[src/rtl/bcd_pkg.sv]
// Shared definitions for the sequential BCD-to-binary converter.
package bcd_pkg;

    localparam int unsigned DIGIT_W = 4;

    typedef enum logic [1:0] {
        IDLE,
        CONV,
        DONE
    } state_t;

    // Minimum binary width that holds the largest NDIGITS-digit decimal value.
    function automatic int unsigned bcd_bin_width(input int unsigned ndigits);
        longint unsigned max_val;
        int unsigned     w;
        max_val = 64'd1;
        w       = 0;
        for (int unsigned i = 0; i < ndigits; i++) begin
            max_val = max_val * 64'd10;
        end
        max_val = max_val - 64'd1;
        while (max_val != 64'd0) begin
            max_val = max_val >> 1;
            w++;
        end
        return w;
    endfunction

endpackage

[src/rtl/bcd_mac_step.sv]
// One accumulate step of the converter: result = acc*10 + digit.
module bcd_mac_step
    import bcd_pkg::*;
#(
    parameter int unsigned W = 18
) (
    input  logic [W-1:0]       acc,
    input  logic [DIGIT_W-1:0] digit,
    output logic [W-1:0]       result_c
);

    // Multiply by ten as shift-and-add, then add the incoming digit.
    assign result_c = (acc << 3) + (acc << 1) + W'(digit);

endmodule

[src/rtl/bcd_to_bin_seq.sv]
// Sequential BCD-to-binary converter, MSD first, one digit per clock.
// Optional invalid-digit detection is enabled by defining BCD_DIGIT_CHECK_EN.
module bcd_to_bin_seq
    import bcd_pkg::*;
#(
    parameter int unsigned NDIGITS = 4,
    parameter int unsigned BIN_W   = 14
) (
    input  logic                       clk,
    input  logic                       rst,
    input  logic                       start,
    input  logic [DIGIT_W*NDIGITS-1:0] bcd_in,
    output logic                       busy,
    output logic                       done,
    output logic [BIN_W-1:0]           bin_out,
    output logic                       err
);

    localparam int unsigned IN_W  = DIGIT_W * NDIGITS;
    localparam int unsigned ACC_W = BIN_W + DIGIT_W;
    localparam int unsigned CNT_W = (NDIGITS > 1) ? $clog2(NDIGITS) : 1;

    // Reject configurations whose result width cannot hold every decimal value.
    generate
        if (BIN_W < bcd_bin_width(NDIGITS)) begin : g_bin_w_check
            $error("bcd_to_bin_seq: BIN_W too small for NDIGITS");
        end
    endgenerate

    state_t               state;
    logic [IN_W-1:0]      shreg;
    logic [ACC_W-1:0]     acc;
    logic [ACC_W-1:0]     acc_next_c;
    logic [CNT_W-1:0]     cnt;
    logic [DIGIT_W-1:0]   top_digit_c;

    assign top_digit_c = shreg[IN_W-1 -: DIGIT_W];

    bcd_mac_step #(
        .W (ACC_W)
    ) u_mac (
        .acc      (acc),
        .digit    (top_digit_c),
        .result_c (acc_next_c)
    );

`ifdef BCD_DIGIT_CHECK_EN
    logic bad_flag;
`endif

    // Control FSM and datapath registers; busy tracks the state one cycle late.
    always_ff @(posedge clk) begin
        if (rst) begin
            state   <= IDLE;
            busy    <= 1'b0;
            done    <= 1'b0;
            bin_out <= '0;
            err     <= 1'b0;
            acc     <= '0;
            cnt     <= '0;
            shreg   <= '0;
`ifdef BCD_DIGIT_CHECK_EN
            bad_flag <= 1'b0;
`endif
        end else begin
            done <= 1'b0;
            busy <= (state != IDLE);
            case (state)
                IDLE: begin
                    if (start) begin
                        shreg <= bcd_in;
                        acc   <= '0;
                        cnt   <= CNT_W'(NDIGITS - 1);
`ifdef BCD_DIGIT_CHECK_EN
                        bad_flag <= 1'b0;
`endif
                        state <= CONV;
                    end
                end
                CONV: begin
                    acc   <= acc_next_c;
                    shreg <= shreg << DIGIT_W;
                    cnt   <= cnt - CNT_W'(1);
`ifdef BCD_DIGIT_CHECK_EN
                    if (top_digit_c > 4'd9) begin
                        bad_flag <= 1'b1;
                    end
`endif
                    if (cnt == '0) begin
                        state <= DONE;
                    end
                end
                DONE: begin
                    done <= 1'b1;
`ifdef BCD_DIGIT_CHECK_EN
                    err     <= bad_flag;
                    bin_out <= bad_flag ? '0 : acc[BIN_W-1:0];
`else
                    err     <= 1'b0;
                    bin_out <= acc[BIN_W-1:0];
`endif
                    state <= IDLE;
                end
                default: begin
                    state <= IDLE;
                end
            endcase
        end
    end

endmodule

[config.mk]
export PLATFORM = sky130hd
export DESIGN_NAME = bcd_to_bin_seq
export DESIGN_NICKNAME = d
export VERILOG_FILES = /design/src/rtl/bcd_pkg.sv /design/src/rtl/bcd_mac_step.sv /design/src/rtl/bcd_to_bin_seq.sv
export SDC_FILE = /design/constraint.sdc
export NUM_CORES = 1
export LEC_CHECK = 0
export ABC_CLOCK_PERIOD_IN_PS = 7500
export CAP_MARGIN = 40
export CORE_ASPECT_RATIO = 2
export CORE_MARGIN = 2
export CORE_UTILIZATION = 23
export DETAILED_ROUTE_END_ITERATION = 10
export MAX_ROUTING_LAYER = met4
export PLACE_DENSITY = 0.37
export SYNTH_ARGS = -nofsm -noshare
export SYNTH_HDL_FRONTEND = slang
export SYNTH_SLANG_ARGS = --single-unit
[constraint.sdc]
create_clock -name clk -period 7.5 [get_ports clk]
set_input_delay 1.875 -clock clk [delete_from_list [all_inputs] [get_ports clk]]
set_output_delay 1.875 -clock clk [all_outputs]
set_load 0.02 [all_outputs]
Word-level counts from Yosys, hierarchy flattened
Cells that the tools add are included.
{ "totals": {"inputBits": 19, "output_inout_bits": 17, "elab_cells": 30, "ff_bits": 50} }
{ "classes": {"add_sub_neg": 3, "reduce_logical": 6, "eq_ne": 4, "n_mux": 10} }
{ "ops": {"columns": ["operator", "count"], "rows": [
  ["16-bit case mux with 2 select lines", 1],
  ["14-bit case mux with 2 select lines", 1],
  ["16-bit two-way mux", 1],
  ["14-bit adder", 1],
  ["14-bit by 4-bit adder with 14-bit output", 1],
  ["14-bit two-way mux", 1],
  ["2-bit case mux with 2 select lines", 2],
  ["2-bit two-way mux", 3],
  ["2-bit logical NOT", 2],
  ["2-bit != test, second input constant", 2],
  ["2-bit AND reduction", 2],
  ["2-bit nonzero test", 2],
  ["2-bit by 1-bit equality test with 1-bit output, second input constant", 1],
  ["2-bit equality test, second input constant", 1],
  ["2-bit by 1-bit subtractor with 2-bit output, second input constant", 1],
  ["1-bit two-way mux", 1]
]} }

Depth between registers and ports, before layout
Gate-level depths: netlist of the first run.
{ "depth": {"word_depth": 3, "depth_mapped": 9, "mapped_depth_nobuf": 9} }

Hierarchy
A second synthesis of the first run with hierarchy kept.
{ "hier_totals": {"hier_cells": 334, "hier_area_um2": 2996.6} }
{ "by_module_without_submodules": {"columns": ["module", "n_inst", "seq_area_each_um2", "area_each_um2", "cells_each"], "rows": [
  ["bcd_to_bin_seq", 1, 1081.0, 1984.4, 210],
  ["bcd_mac_step", 1, 0.0, 1012.2, 124]
]} }

Worst setup path before layout of the first run
OpenSTA, ideal clock, no wires.
{ "synth_timing": {"path_kind": "in2reg", "from": "in start", "to": "reg acc[1]", "setup_time_ns": 0.128, "required_ns": 7.372, "arrival_time_ns": 2.830, "n_path_buf": 2, "slack_ns": 4.542, "stages": 6, "path_cell_list": "clkbuf_1 -> nor2_1 -> or2_2 -> buf_2 -> a22oi_1 -> nor2_1"} }
{ "synth_between": {"elab_chain_len": 2} }
{ "synth_rtl": {"columns": ["element", "line", "rtl"], "rows": [
  ["start: declaration", "bcd_to_bin_seq.sv:11", "input logic start,"],
  ["2-bit != test (no source line)", null, null],
  ["2-bit AND reduction (no source line)", null, null],
  ["end signal: assignment", "bcd_to_bin_seq.sv:81", "acc <= acc_next_c;"],
  ["end: declaration", "bcd_to_bin_seq.sv:32", "logic [ACC_W-1:0] acc;"]
]} }
No other way between the ends.
A chain may end at the register's enable or synchronous reset.

Final worst setup path of the first run
{ "layout_timing": {"from": "in start", "to": "reg acc[12]"} }
Same word-level chain as after synthesis.

==> results of run 1 <==
## flip-flops by register name, summed over array words and instances, names as in the netlist
name     cells
shreg       16
acc         14
bin_out     14
cnt          2
state        2
busy         1
done         1
## placed cells by master, fill, tap and decap left out, types with 2 or more instances in the layout
cell / instances
a22o_1: 2
and3_1: 2
or4_1: 2
inv_1: 12
a32o_1: 2
o211ai_1: 2
clkbuf_16: 5
a22oi_1: 6
xnor2_1: 5
ha_1: 23
nor2b_1: 18
or3_1: 3
nand2_1: 32
fa_1: 2
buf_4: 2
o21ai_0: 4
clkbuf_8: 2
nor2_1: 57
and2_1: 3
nor3_1: 13
xor2_1: 2
nand3_1: 4
a211oi_1: 4
a221oi_1: 2
clkdlybuf4s50_1: 33
dfxtp_1: 50
nand2b_1: 2
o211ai_2: 2
o21a_1: 2
a21oi_1: 40
## stage by stage
| step | util, % | power (W) | instances | setup slack, ns | cell area, µm² |
|---|---|---|---|---|---|
| 2_1_floorplan | - | 0.000360 | 331 | 4.54 | 2670 |
| 6_report | 29.2 | 0.000626 | 500 | 3.44 | 3320 |
| 4_1_cts | 29.2 | 0.000640 | 500 | 3.43 | 3320 |
| 3_5_place_dp | 27.8 | 0.000393 | 492 | 3.10 | 3150 |
| 3_3_place_gp | 27.4 | 0.000391 | 489 | 3.13 | 3110 |
| 5_1_grt | 29.2 | 0.000659 | 500 | 3.19 | 3320 |
## worst max-delay path, cell delays in order
cell and delay [ns]:
clkdlybuf4s50_1 0.86, nor2_1 0.10, nor2_1 0.69, nor2_1 0.26, a221oi_1 0.34, nand3_1 0.10
## per-layer routing
metal  up-vias  global-route usage [%]  share of wire (%)
met4         0                    3.79                1.4
met2        38                    24.8                 59
met1      1062                    11.2                 38
li1       1182                       -                  -
met3         6                    1.67                2.2
met5         -                       -                  0
## power breakdown
group	total, W	internal [W]	switching [W]
logic	0.0000950	0.0000410	0.0000540
registers	0.000289	0.000280	0.00000951
clock network	0.000242	0.000143	0.0000998
total	0.000626	0.000463	0.000163
## final cells by class
class	count	share of cell area, %
multi-input combinational	250	46.6
sequential	50	30.2
timing repair buffer	38	11.6
tap	142	5.36
clock buffer	7	4.60
inverter	12	1.36
clock inverter	1	0.264
## path summary, 6_finish.rpt
kind,endpoint,from
setup / recovery,acc[12],start
hold / removal,bin_out[13],bin_out[13]
setup reg to reg,acc[8],acc[0]
hold reg to reg,bin_out[13],bin_out[13]
## logic make-up (layout without fill, tap and decap cells)
logic type | Yosys count | in the layout
compound gates | 76 | 76
xor+xnor | 7 | 7
fa+ha+maj | 25 | 25
buf+inv | 31 | 58
flops | 50 | 50
other cells | 1 | 1
simple gates | 141 | 141
==> summary.md, run 1 <==
| Metric | Value |
|---|---|
| Status | complete, no violations |
| Largest family of logic cells by synthesized area | simple AND/OR/NAND/NOR gates |
| Post-synthesis compound-gate area fraction | approximately 19% |
| Mapped Area | 0.00267 mm² |
| Syn_nets | roughly 380 |
| Adder-Cell Fraction of Synth Area | 12.3% |
| R2r setup slk | 4.62 ns |
| Die H | roughly 160 µm |
| RSZ-0062 raised after global routing | no |
| Hold_ws | 0.455 ns |
| CTS tree | yes |
| Die Width | around 80 µm |
| Final period util | between 50% and 60% |
| Io pins | 36 |
| Synth Area in Simple Gates | between 20% and 30% |
| Critical Path RT | 7.68 ns |
| Register bit total from synthesis | 50 |
| Max Fclk | 0.246 GHz |
| Largest net degree at the start of global routing | 37 |
| Post-CTS Hold Buffers | 0 |
| Post-route ant nets | 0 |
| Avg Cell Area, Syn | roughly 8.1 µm² |
| Post-route minimum period | 4.06 ns |
| H-tree levels | 2 |
| Ys async rst share | 0% |
| Gpl congestion | ~0.80 |
| Total of max-cap violations | 0 |
| Post-Syn Instances | approximately 330 |
| Total CTS buffers | 5 |
| Post-CTS Resized | 0 |
| Clk_lat worst skew | ~0.29 ns |
| Synth cell count leaders | nor2_1 (57), dfxtp_1 (50), a21oi_1 (40) |
| Area leader, netlist | dfxtp_1 |
| Nets | 401 |
| GRT Util Overall | between 10% and 20% |
| Buffers on Ports | 34 |
| Slew headroom | a little over two fifths |
| Clk root buf | clkbuf_16 |
| Vias per inst | roughly 4.6 |
| Vias after detailed routing | approximately 2300 |
| Crit path DAT | 4.23 ns |
| FF+latch area | 0.00100 mm² |
| Antenna diode count | 0 |
| DR iter-0 viols | 63 |
| CTS max path bufs | 2 |
| Initial core utilization | a little under a quarter |
| Min-Delay Path Class | flip-flop to flip-flop |
| Setup crit end kind | flip-flop |
| Final TNS setup | 0 ns |
| Post-synth EDFFs | 0 |
| Layout Skew | between 0.008 and 0.009 ns |
| R2R depth | 8 |
| Final Hold Violating Endpoints | 0 |
| TritonRoute pass-1 iters | 4 |
| Top FF cell, synth | dfxtp_1 |
| Ranking of synthesized cells by area | dfxtp_1 (37%), ha_1 (11%), nor2_1 (8.0%), a21oi_1 (7.5%), nand2_1 (4.5%) |
| Critical path launch point type | input port |
| Peak VDD IR | 0.0000993 V |
| Highest fanout seen on the critical path | 18 |
| Area taken by multi-input logic gates | 0.00155 mm² |
| Setup Viol. Count Final | 0 |
| Seq/Total Area, Yosys | 37.5% |
| WL/cell | 14.3 µm |
| First-pass GRT wire length | between 10 and 15 mm |
| Worst-path clk slew | roughly 0.070 ns |
| Post-CTS setup buffer count | 0 |
| CTS Sinks | 50 |
| Yosys Warn Count | 0 |
| Initial antenna violation count | 0 |
| Layout cells sized above 1 | 5.87% |
| DRC violations left | 0 |
| P&R area growth vs syn | 24.1% |
| Multiplexer area fraction after synthesis | 0% |
| Core region area | 0.0114 mm² |
| Filler Cells Inserted | 1259 |
| Share of the synthesized area in the top cell type | 37.5% |
| Hold Path Depth | 2 |
| Gr ovfl total | 0 |
| Synth Area in XOR/XNOR | 2.30% |
| Row count | 55 |
| Final slew viol count | 0 |
| Static leakage power | 1.37 nW |
| DP HPWL | 5.54 mm |
| Post-Route WL | 7.13 mm |
| Die ar. | 0.0125 mm² |
| P per Cell Area | between 150 and 200 mW/mm² |
| Setup CP Type | input port to flip-flop |
| Vias in the first global route | 2382 |
| Tightest Pin Transition | a little under 0.9 ns |
| Count of cell types in the netlist | 46 |
| Most common cell in the netlist | nor2_1 |
Note: power is estimated with default switching activity, not from simulation.
==> inputs of run 2 (changes only) <==
- ABC_CLOCK_PERIOD_IN_PS: 7500 -> 3900
- clock period: 7.5 -> 3.9 ns (I/O delays scaled with it)
==> run 2 against run 1 <==
Setup slack got worse by 2.1 ns. Clock skew fell by 0.0048 ns. Clock-buffer cell count fell by 1.
==> summary.md, run 2 (synthesis gave the netlist of run 1 again) <==
| Metric | Value |
|---|---|
| DR iter-0 viols | 90 |
| Status | complete, no violations |
| Grt met1 use | 12.6% |
| Filler Cells Inserted | around 1300 |
| Comb power frac | roughly 15% |
| Post-CTS setup buffer count | 0 |
| Most frequent cells in the layout | nor2_1 (57), dfxtp_1 (50), a21oi_1 (40), clkdlybuf4s50_1 (33), nand2_1 (32) |
| Internal power | 0.000875 W |
| CP delay by family, top | adder cells |
| H-tree levels | 2 |
| Reg-to-Reg End | acc[8] |
| Fin area | 0.00331 mm² |
| Min-Delay Path Class | flip-flop to flip-flop |
| GR Util met3 | 1.73% |
| Psw | 0.000337 W |
| Sw Share | 27.8% |
| Final slew viol count | 0 |
| Tightest Pin Transition | 0.735 ns |
| Largest net degree at the start of global routing | 26 |
| Critical path launch point type | flip-flop |
| Top Registers | shreg (16), acc (14), bin_out (14) |
| Slowest CP cell | fa_1 |
| Layout cells sized above 1 | 6.39% |
| Largest reg by FF count | shreg |
| First-pass GRT wire length | 12.5 mm |
| Slew headroom | roughly half |
| Setup CP Type | flip-flop to flip-flop |
| Worst-path clk slew | 0.07 ns |
| CTS Sinks | 50 |
| R2R depth | 8 |
| Crit path DAT | 2.75 ns |
| Layout Skew | 0.00375 ns |
| PnR worst setup slack | 1.34 ns |
| Total of max-cap violations | 0 |
| TritonRoute pass-1 iters | 4 |
| Peak VDD IR | 0.000195 V |
| Post-route minimum period | 2.56 ns |
| Final period util | 65.6% |
| DRC violations left | 0 |
| Worst r2r src | acc[0] |
| R2r setup slk | approximately 1.3 ns |
| Die Width | between 80 and 90 µm |
| Setup crit end kind | flip-flop |
| Highest fanout seen on the critical path | 4 |
| CTS tree | yes |
| Die H | 156 µm |
| Die ar. | approximately 0.013 mm² |
| Buffers on Ports | 34 |
| Vias in the first global route | between 2000 and 2500 |
| DP HPWL | 6.13 mm |
| Nets | 403 |
| Final Core Density | 29.1% |
| RSZ-0062 raised after global routing | no |
| Vias per inst | 4.67 |
| Gpl congestion | 0.791 |
| Post-Route WL | around 8 mm |
| Slowest stage delay, CP | 0.51 ns |
| P per Cell Area | roughly 370 mW/mm² |
| WL/cell | 15.7 µm |
| Setup Viol. Count Final | 0 |
| Vias after detailed routing | 2345 |
| Total power | 0.00121 W |
| Critical Path, Cell by Cell | inv_1 -> fa_1 -> fa_1 -> nor2b_4 -> o211ai_2 -> a21boi_0 -> o21ai_0 -> a32o_1 |
| Clk pwr share | around two fifths |
| Total CTS buffers | 5 |
| Static leakage power | 1.37 nW |
| Setup WS pre-CTS | about 1.2 ns |
| Final Hold Violating Endpoints | 0 |
| Worst path most repeated cell | fa_1 |
| Clk root buf | clkbuf_16 |
| Gr ovfl total | 0 |
| Post-CTS Hold Buffers | 0 |
| WHS Endpoint | bin_out[1] |
| HP Start | bin_out[1] |
| P&R area growth vs syn | 23.8% |
| Max Fclk | ~0.4 GHz |
| Clk_lat worst skew | approximately 0.3 ns |
| Row count | 55 |
| DP Area | 0.00315 mm² |
| Final TNS setup | 0 ns |
| Gr busiest metal | met2 |
| Most common cell after layout, fill and taps aside | nor2_1 |
| CTS max path bufs | 2 |
| Post-route ant nets | 0 |
| GRT Util Overall | 13.7% |
| Hold Path Depth | 2 |
| Met2 Use GR | 26.9% |
| Io pins | 36 |
| Core region area | between 0.01 and 0.015 mm² |
| Antenna diode count | 0 |
| CP Buf/Inv Count | 1 |
| Initial core utilization | 23.5% |
| Part of the power in registers | a little under half |
| Critical Path RT | between 4 and 5 ns |
| Post-CTS Resized | 0 |
| Initial antenna violation count | 0 |
| Largest register FFs | 16 |
## run 2: routing by layer
layer  vias to the layer above  part of all wire, %  wire [µm]
met2                        49                   58       4590
met4                         0                  3.7        291
met1                      1093                   36       2830
met3                        14                  2.3        178
met5                         -                    0          0
li1                       1189                    -          -
## run 2: area by class of cell
| type | instances | area [µm²] | area share (%) |
|---|---|---|---|
| Timing Repair Buffer | 40 | 384 | 11.6 |
| Clock buffer | 6 | 139 | 4.20 |
| Multi-Input combinational cell | 250 | 1550 | 46.7 |
| Tap cell | 142 | 178 | 5.37 |
| Clock inverter | 2 | 16.3 | 0.492 |
| Inverter | 12 | 45.0 | 1.36 |
| Sequential cell | 50 | 1000 | 30.3 |
## run 2: per-stage QoR
stage,hold WS [ns],std cells
final,0.455,502
after floorplan,0.426,331
after global placement,0.446,493
after global routing,0.483,502
after detailed placement,0.446,494
after CTS,0.456,502
## run 2: worst min-delay path: stages (launching register included)
cell and delay (ns):
dfxtp_1 0.31, nand2_1 0.05, a21oi_1 0.05
## run 2: power by group through the flow
| stage | logic [W] | clock network, W | registers [W] |
|---|---|---|---|
| finish | 0.000183 | 0.000470 | 0.000559 |
| global route | 0.000206 | 0.000507 | 0.000564 |
| CTS | 0.000188 | 0.000481 | 0.000561 |
| detailed placement | 0.000187 | 0 | 0.000573 |
| global placement | 0.000187 | 0 | 0.000572 |
| floorplan | 0.000130 | 0 | 0.000562 |
## run 2: worst max path at each step
stage                   end  cells after the start  startpoint  slack (ns)
floorplan            acc[8]                      8      acc[0]        1.55
global placement    acc[12]                      7       start        1.24
detailed placement  acc[12]                      7       start        1.25
CTS                  acc[8]                      8      acc[0]        1.31
global route         acc[8]                      8      acc[0]        1.11
finish               acc[8]                      8      acc[0]        1.34
==> inputs of run 3 (changes only) <==
- ABC_CLOCK_PERIOD_IN_PS: 3900 -> 2700
- clock period: 3.9 -> 2.7 ns (I/O delays scaled with it)
==> run 3 against run 2 <==
Die area stayed put. Sequential share of layout area is 0.40 points lower. Global-route usage increased by 0.34 points. Clock-buffer cell count shrank 1. Largest power group unchanged. Highest routed layer unchanged.
==> summary.md, run 3 (synthesis gave the netlist of run 1 again) <==
| Metric | Value |
|---|---|
| Status | complete, no violations |
| Vias after detailed routing | 2342 |
| Min-Delay Path Class | flip-flop to flip-flop |
| Total of max-cap violations | 0 |
| CP Buf/Inv Count | 2 |
| CTS Sinks | 50 |
| Die H | 156 µm |
| Total CTS buffers | 5 |
| Internal power | ~0.0013 W |
| First-pass GRT wire length | 12.8 mm |
| Top Registers | shreg (16), acc (14), bin_out (14) |
| Setup Viol. Count Final | 0 |
| Tightest Pin Transition | 0.786 ns |
| Placed cell count | 498 |
| Psw | 0.000502 W |
| Buffers on Ports | 34 |
| RSZ-0062 raised after global routing | no |
| Final slew viol count | 0 |
| Peak VDD IR | ~0.00032 V |
| Post-Layout Cell Count | 506 |
| Gr ovfl total | 0 |
| Critical Path RT | roughly 2.9 ns |
| Initial antenna violation count | 0 |
| Critical Path, Cell by Cell | inv_1 -> fa_1 -> fa_1 -> nor2b_4 -> o211ai_2 -> a21boi_0 -> buf_4 -> or3_1 -> a32o_1 |
| Gpl congestion | slightly below 0.9 |
| Worst-path clk slew | around 0.080 ns |
| Die ar. | 0.0125 mm² |
| Post-route ant nets | 0 |
| Row count | 55 |
| Post-CTS Hold Buffers | 0 |
| Most common cell after layout, fill and taps aside | nor2_1 |
| P&R area growth vs syn | 25.5% |
| Largest net degree at the start of global routing | 44 |
| Post-Route WL | 7.88 mm |
| Highest fanout seen on the critical path | 4 |
| Slowest CP cell | fa_1 |
| Die Width | 80.2 µm |
| Largest reg by FF count | shreg |
| Final Hold Violating Endpoints | 0 |
| Vias in the first global route | 2491 |
| P per Cell Area | approximately 550 mW/mm² |
| DR iter-0 viols | 74 |
| Final TNS setup | 0 ns |
| TritonRoute pass-1 iters | 4 |
| Layout cells sized above 1 | under 10% |
| Static leakage power | between 1 and 1.5 nW |
| Antenna diode count | 0 |
| Initial core utilization | 23.5% |
| Slew headroom | 47.5% |
| Setup crit end kind | flip-flop |
| Layout Skew | 0.00690 ns |
| DP HPWL | 5.97 mm |
| Total power | 0.00184 W |
| Comb power frac | 14.7% |
| Max Fclk | 0.398 GHz |
| Part of the power in registers | a little over two fifths |
| Final period util | 93.0% |
| Final Core Density | 29.5% |
| Post-CTS Resized | 0 |
| Core region area | 0.0114 mm² |
| Nets | 407 |
| Io pins | 36 |
| CTS tree | yes |
| GRT Util Overall | between 10% and 20% |
| Vias per inst | about 4.6 |
| Largest register FFs | 16 |
| DRC violations left | 0 |
| Setup WS pre-CTS | 0.183 ns |
| CP delay by family, top | adder cells |
| Post-CTS setup buffer count | 0 |
| Worst path most repeated cell | fa_1 |
| PnR worst setup slack | 0.190 ns |
| WL/cell | 15.6 µm |
| Post-route minimum period | 2.51 ns |
| Most frequent cells in the layout | nor2_1 (57), dfxtp_1 (50), a21oi_1 (40), clkdlybuf4s50_1 (33), nand2_1 (32) |
| Slowest stage delay, CP | 0.54 ns |
| H-tree levels | 2 |
| Clk pwr share | a little over two fifths |
| Critical path launch point type | flip-flop |
| Setup CP Type | flip-flop to flip-flop |
| Clk root buf | clkbuf_16 |
| Sw Share | 27.3% |
| Clk_lat worst skew | 0.30 ns |
| CTS max path bufs | 2 |
| Crit path DAT | 2.70 ns |
==> run 3: path summary, 6_finish.rpt <==
| check | start | end | slack [ns] | cells past startpoint |
|---|---|---|---|---|
| min reg2reg | bin_out[10] | bin_out[10] | 0.46 | 2 |
| max | acc[2] | acc[8] | 0.19 | 9 |
| min | bin_out[10] | bin_out[10] | 0.46 | 2 |
| max reg2reg | acc[2] | acc[8] | 0.19 | 9 |
==> run 3: area by class of cell <==
type,count,area (µm²)
Clock buffer,5,125
Clock inverter,3,47.5
Fill cell,1276,8000
Inverter,12,45.0
Multi-Input combinational cell,250,1550
Sequential cell,50,1000
Tap cell,142,178
Timing Repair Buffer,44,410
==> run 3: power groups by stage <==
| stage | Sequential [W] | Combinational, W | Clock, W |
|---|---|---|---|
| 4_1_cts | 0.000802 | 0.000278 | 0.000786 |
| 6_report | 0.000801 | 0.000270 | 0.000767 |
| 5_1_grt | 0.000809 | 0.000309 | 0.000815 |
| 3_5_place_dp | 0.000820 | 0.000276 | 0 |
| 2_1_floorplan | 0.000812 | 0.000188 | 0 |
| 3_3_place_gp | 0.000819 | 0.000278 | 0 |
==> run 3: stage by stage <==
step / hold slack, ns / instance area [µm²]
2_1_floorplan: 0.426 / 2670
5_1_grt: 0.482 / 3350
3_3_place_gp: 0.444 / 3180
6_report: 0.456 / 3350
4_1_cts: 0.461 / 3350
3_5_place_dp: 0.449 / 3180
==> run 3: per-layer routing <==
metal	wire [µm]	GRT usage, %	part of all wire, %
met3	195	1.96	2.5
met2	4550	27.2	58
met5	0	-	0
met1	2830	12.7	36
met4	297	6.86	3.8
==> run 3: worst min-delay path, delay by kind of cell, from the launching register on <==
kind / cells / cell delay, ns
AOI/OAI and AO/OA: 1 / 0.05
DFF: 1 / 0.31
and+or+nand+nor: 1 / 0.05
==> edit (settings of run 1) <==
Add a define of `BCD_DIGIT_CHECK_EN`.
--- a/src/rtl/bcd_to_bin_seq.sv
+++ b/src/rtl/bcd_to_bin_seq.sv
@@ -1,4 +1,6 @@
 // Sequential BCD-to-binary converter, MSD first, one digit per clock.
 // Optional invalid-digit detection is enabled by defining BCD_DIGIT_CHECK_EN.
+`define BCD_DIGIT_CHECK_EN
+
 module bcd_to_bin_seq
     import bcd_pkg::*;
Function: changed (a bounded check fails within 10 cycles, from zero or initial values and one cycle with rst high).
==> edit against run 1 <==
- routed wire length up 13%
- cell area down 0.15%
- count of clock-buffer cells in the layout down 2
- power down 0.65%
- area after synthesis down 0.70%
- first-iteration DRC count up 1.6%
- setup slack better by 0.91 ns
- sequential cell count up 2
- die area down 0.68%
- non-clock buffer count up 1
==> edit: results (changes against run 1) <==
GRT
  • First-pass GRT wire length: 12500 um (was 11510 um)
  • Gr usage total: 14.10% (was 12.22%)
  • Largest net degree at the start of global routing: 28 (was 37)
  • Initial antenna violation count: 0 (unchanged)
  • Number of global-route vias before repair: 2305 (was 2382)

Synth
  • Net Count, Synth: 359 (was 375)
  • Top cells by count, synth: 53 x nor2_1, 52 x dfxtp_1, 31 x nand2_1 (was 57 x nor2_1, 50 x dfxtp_1, 40 x a21oi_1)
  • Yosys warnings: 0 (unchanged)
  • Post-synth cell types: 40 (was 46)
  • Sequential share of the synthesized area: 39.25% (was 37.47%)
  • FFs w/ async S/R, synth: 0% (unchanged)
  • Synth top area cells: dfxtp_1 39%, ha_1 11%, nor2_1 7.5% (was dfxtp_1 37%, ha_1 11%, nor2_1 8.0%)

Critical path
  • Arr. time, crit path: 1.27 ns (was 4.23 ns)
  • Worst path top cell family by delay: buffers and inverters (was simple AND/OR/NAND/NOR gates)
  • Worst path slowest cell: clkdlybuf4s50_1 (unchanged)
  • Max FO, Critical Path: 2 (was 18)
  • Critical Path Max Stage Delay: 0.61 ns (was 0.86 ns)

Clock tree
  • Clk_lat worst skew: 0.30 ns
  • Num CTS Buffers: 5 (unchanged)
  • CTS Buffer Depth: 2 (unchanged)
  • Clock-pin slew on the worst setup and hold paths: roughly 0.080 ns
  • Clk root buf: clkbuf_16 (unchanged)
  • # H-tree levels: 2 (unchanged)
  • CTS-repair resized insts: 0 (unchanged)
  • Post-CTS Setup Inserts: 0 (unchanged)

Placed design
  • IO buf count: 35 (was 34)
  • GP Congestion: 0.8773 (was 0.8016)
  • Post-DP Area: 0.003164 mm^2 (was 0.003154 mm^2)
  • Hpwl dp: 6396 um (was 5540 um)

Detailed routing
  • Total Wirelength: 8078 um (was 7131 um)
  • DRT Pass-1 Iters: 4 (unchanged)
  • Vias post-DR: 2305 (was 2288)
  • Drt first-iter violations: 64 (was 63)
  • DRT antenna net count: 0 (unchanged)

Finish
  • Largest registers: shreg: 16 flops, acc: 14 flops, bin_out: 14 flops (unchanged)
  • ANT cells: 0 (unchanged)
  • Layout fillers: 1290 (was 1259)
  • NumNets Final: 388 (was 401)
  • Share of cells above drive strength 1: 4.348% (was 5.866%)

Run
  • Max-Cap Viols: 0 (unchanged)

Hold path
  • Min-Delay Path Class: reg2reg (unchanged)

Run status
  • Outcome: complete, no violations (unchanged)

Power
  • Peak supply drop: 91.71 uV (was 99.32 uV)
  • P_leak: 1.330 nW (was 1.375 nW)

Timing
  • Clk_skew: 0.01158 ns (was 0.008553 ns)
  • Max_slew headroom: 60.49% (was 41.66%)
==> edit: logic make-up after synthesis <==
logic type,count (synthesis),share of synthesized area [%]
AOI/OAI and AO/OA,74,19.20
muxes,2,0.7547
buffers and inverters,31,4.575
xor gates and xnor gates,3,0.9907
DFF,52,39.25
and+or+nand+nor,128,22.88
adders and majority gates,25,12.36
==> edit: per-stage QoR <==
stage	setup slack, ns	util, %	cells
final	4.352	29.33	487
after global routing	4.298	29.33	487
after CTS	4.311	29.33	487
after detailed placement	4.121	28.04	479
after global placement	4.097	27.66	477
after floorplan	4.725	-	315
==> edit: final cells by class <==
cell class,count,area share [%]
multi-input combinational,232,45.01
clock inverter,3,0.6425
inverter,14,1.587
tap,142,5.367
sequential,52,31.44
clock buffer,5,3.779
timing repair buffer,39,12.17
==> edit: final timing paths <==
path	cells past startpoint	startpoint	endpoint	slack, ns
min reg2reg	2	shreg[10]	shreg[14]	0.48
max reg2reg	9	acc[0]	acc[13]	4.80
max	1	bin_out[3]	bin_out[3]	4.35
min	2	shreg[10]	shreg[14]	0.48
==> edit: per-layer routing <==
| metal | part of all wire, % | wire length (um) | track usage, % |
|---|---|---|---|
| met5 | 0 | 0 | - |
| met4 | 4.4 | 352 | 8.152 |
| met3 | 1.5 | 123 | 1.620 |
| met2 | 61 | 4944 | 27.90 |
| met1 | 33 | 2657 | 12.02 |
==> edit: report_power, final <==
| group | switching [W] | internal [W] |
|---|---|---|
| Combinational | 0.0000523 | 0.0000361 |
| Sequential | 0.0000105 | 0.000290 |
| Clock | 0.000109 | 0.000125 |
| Total | 0.000171 | 0.000451 |
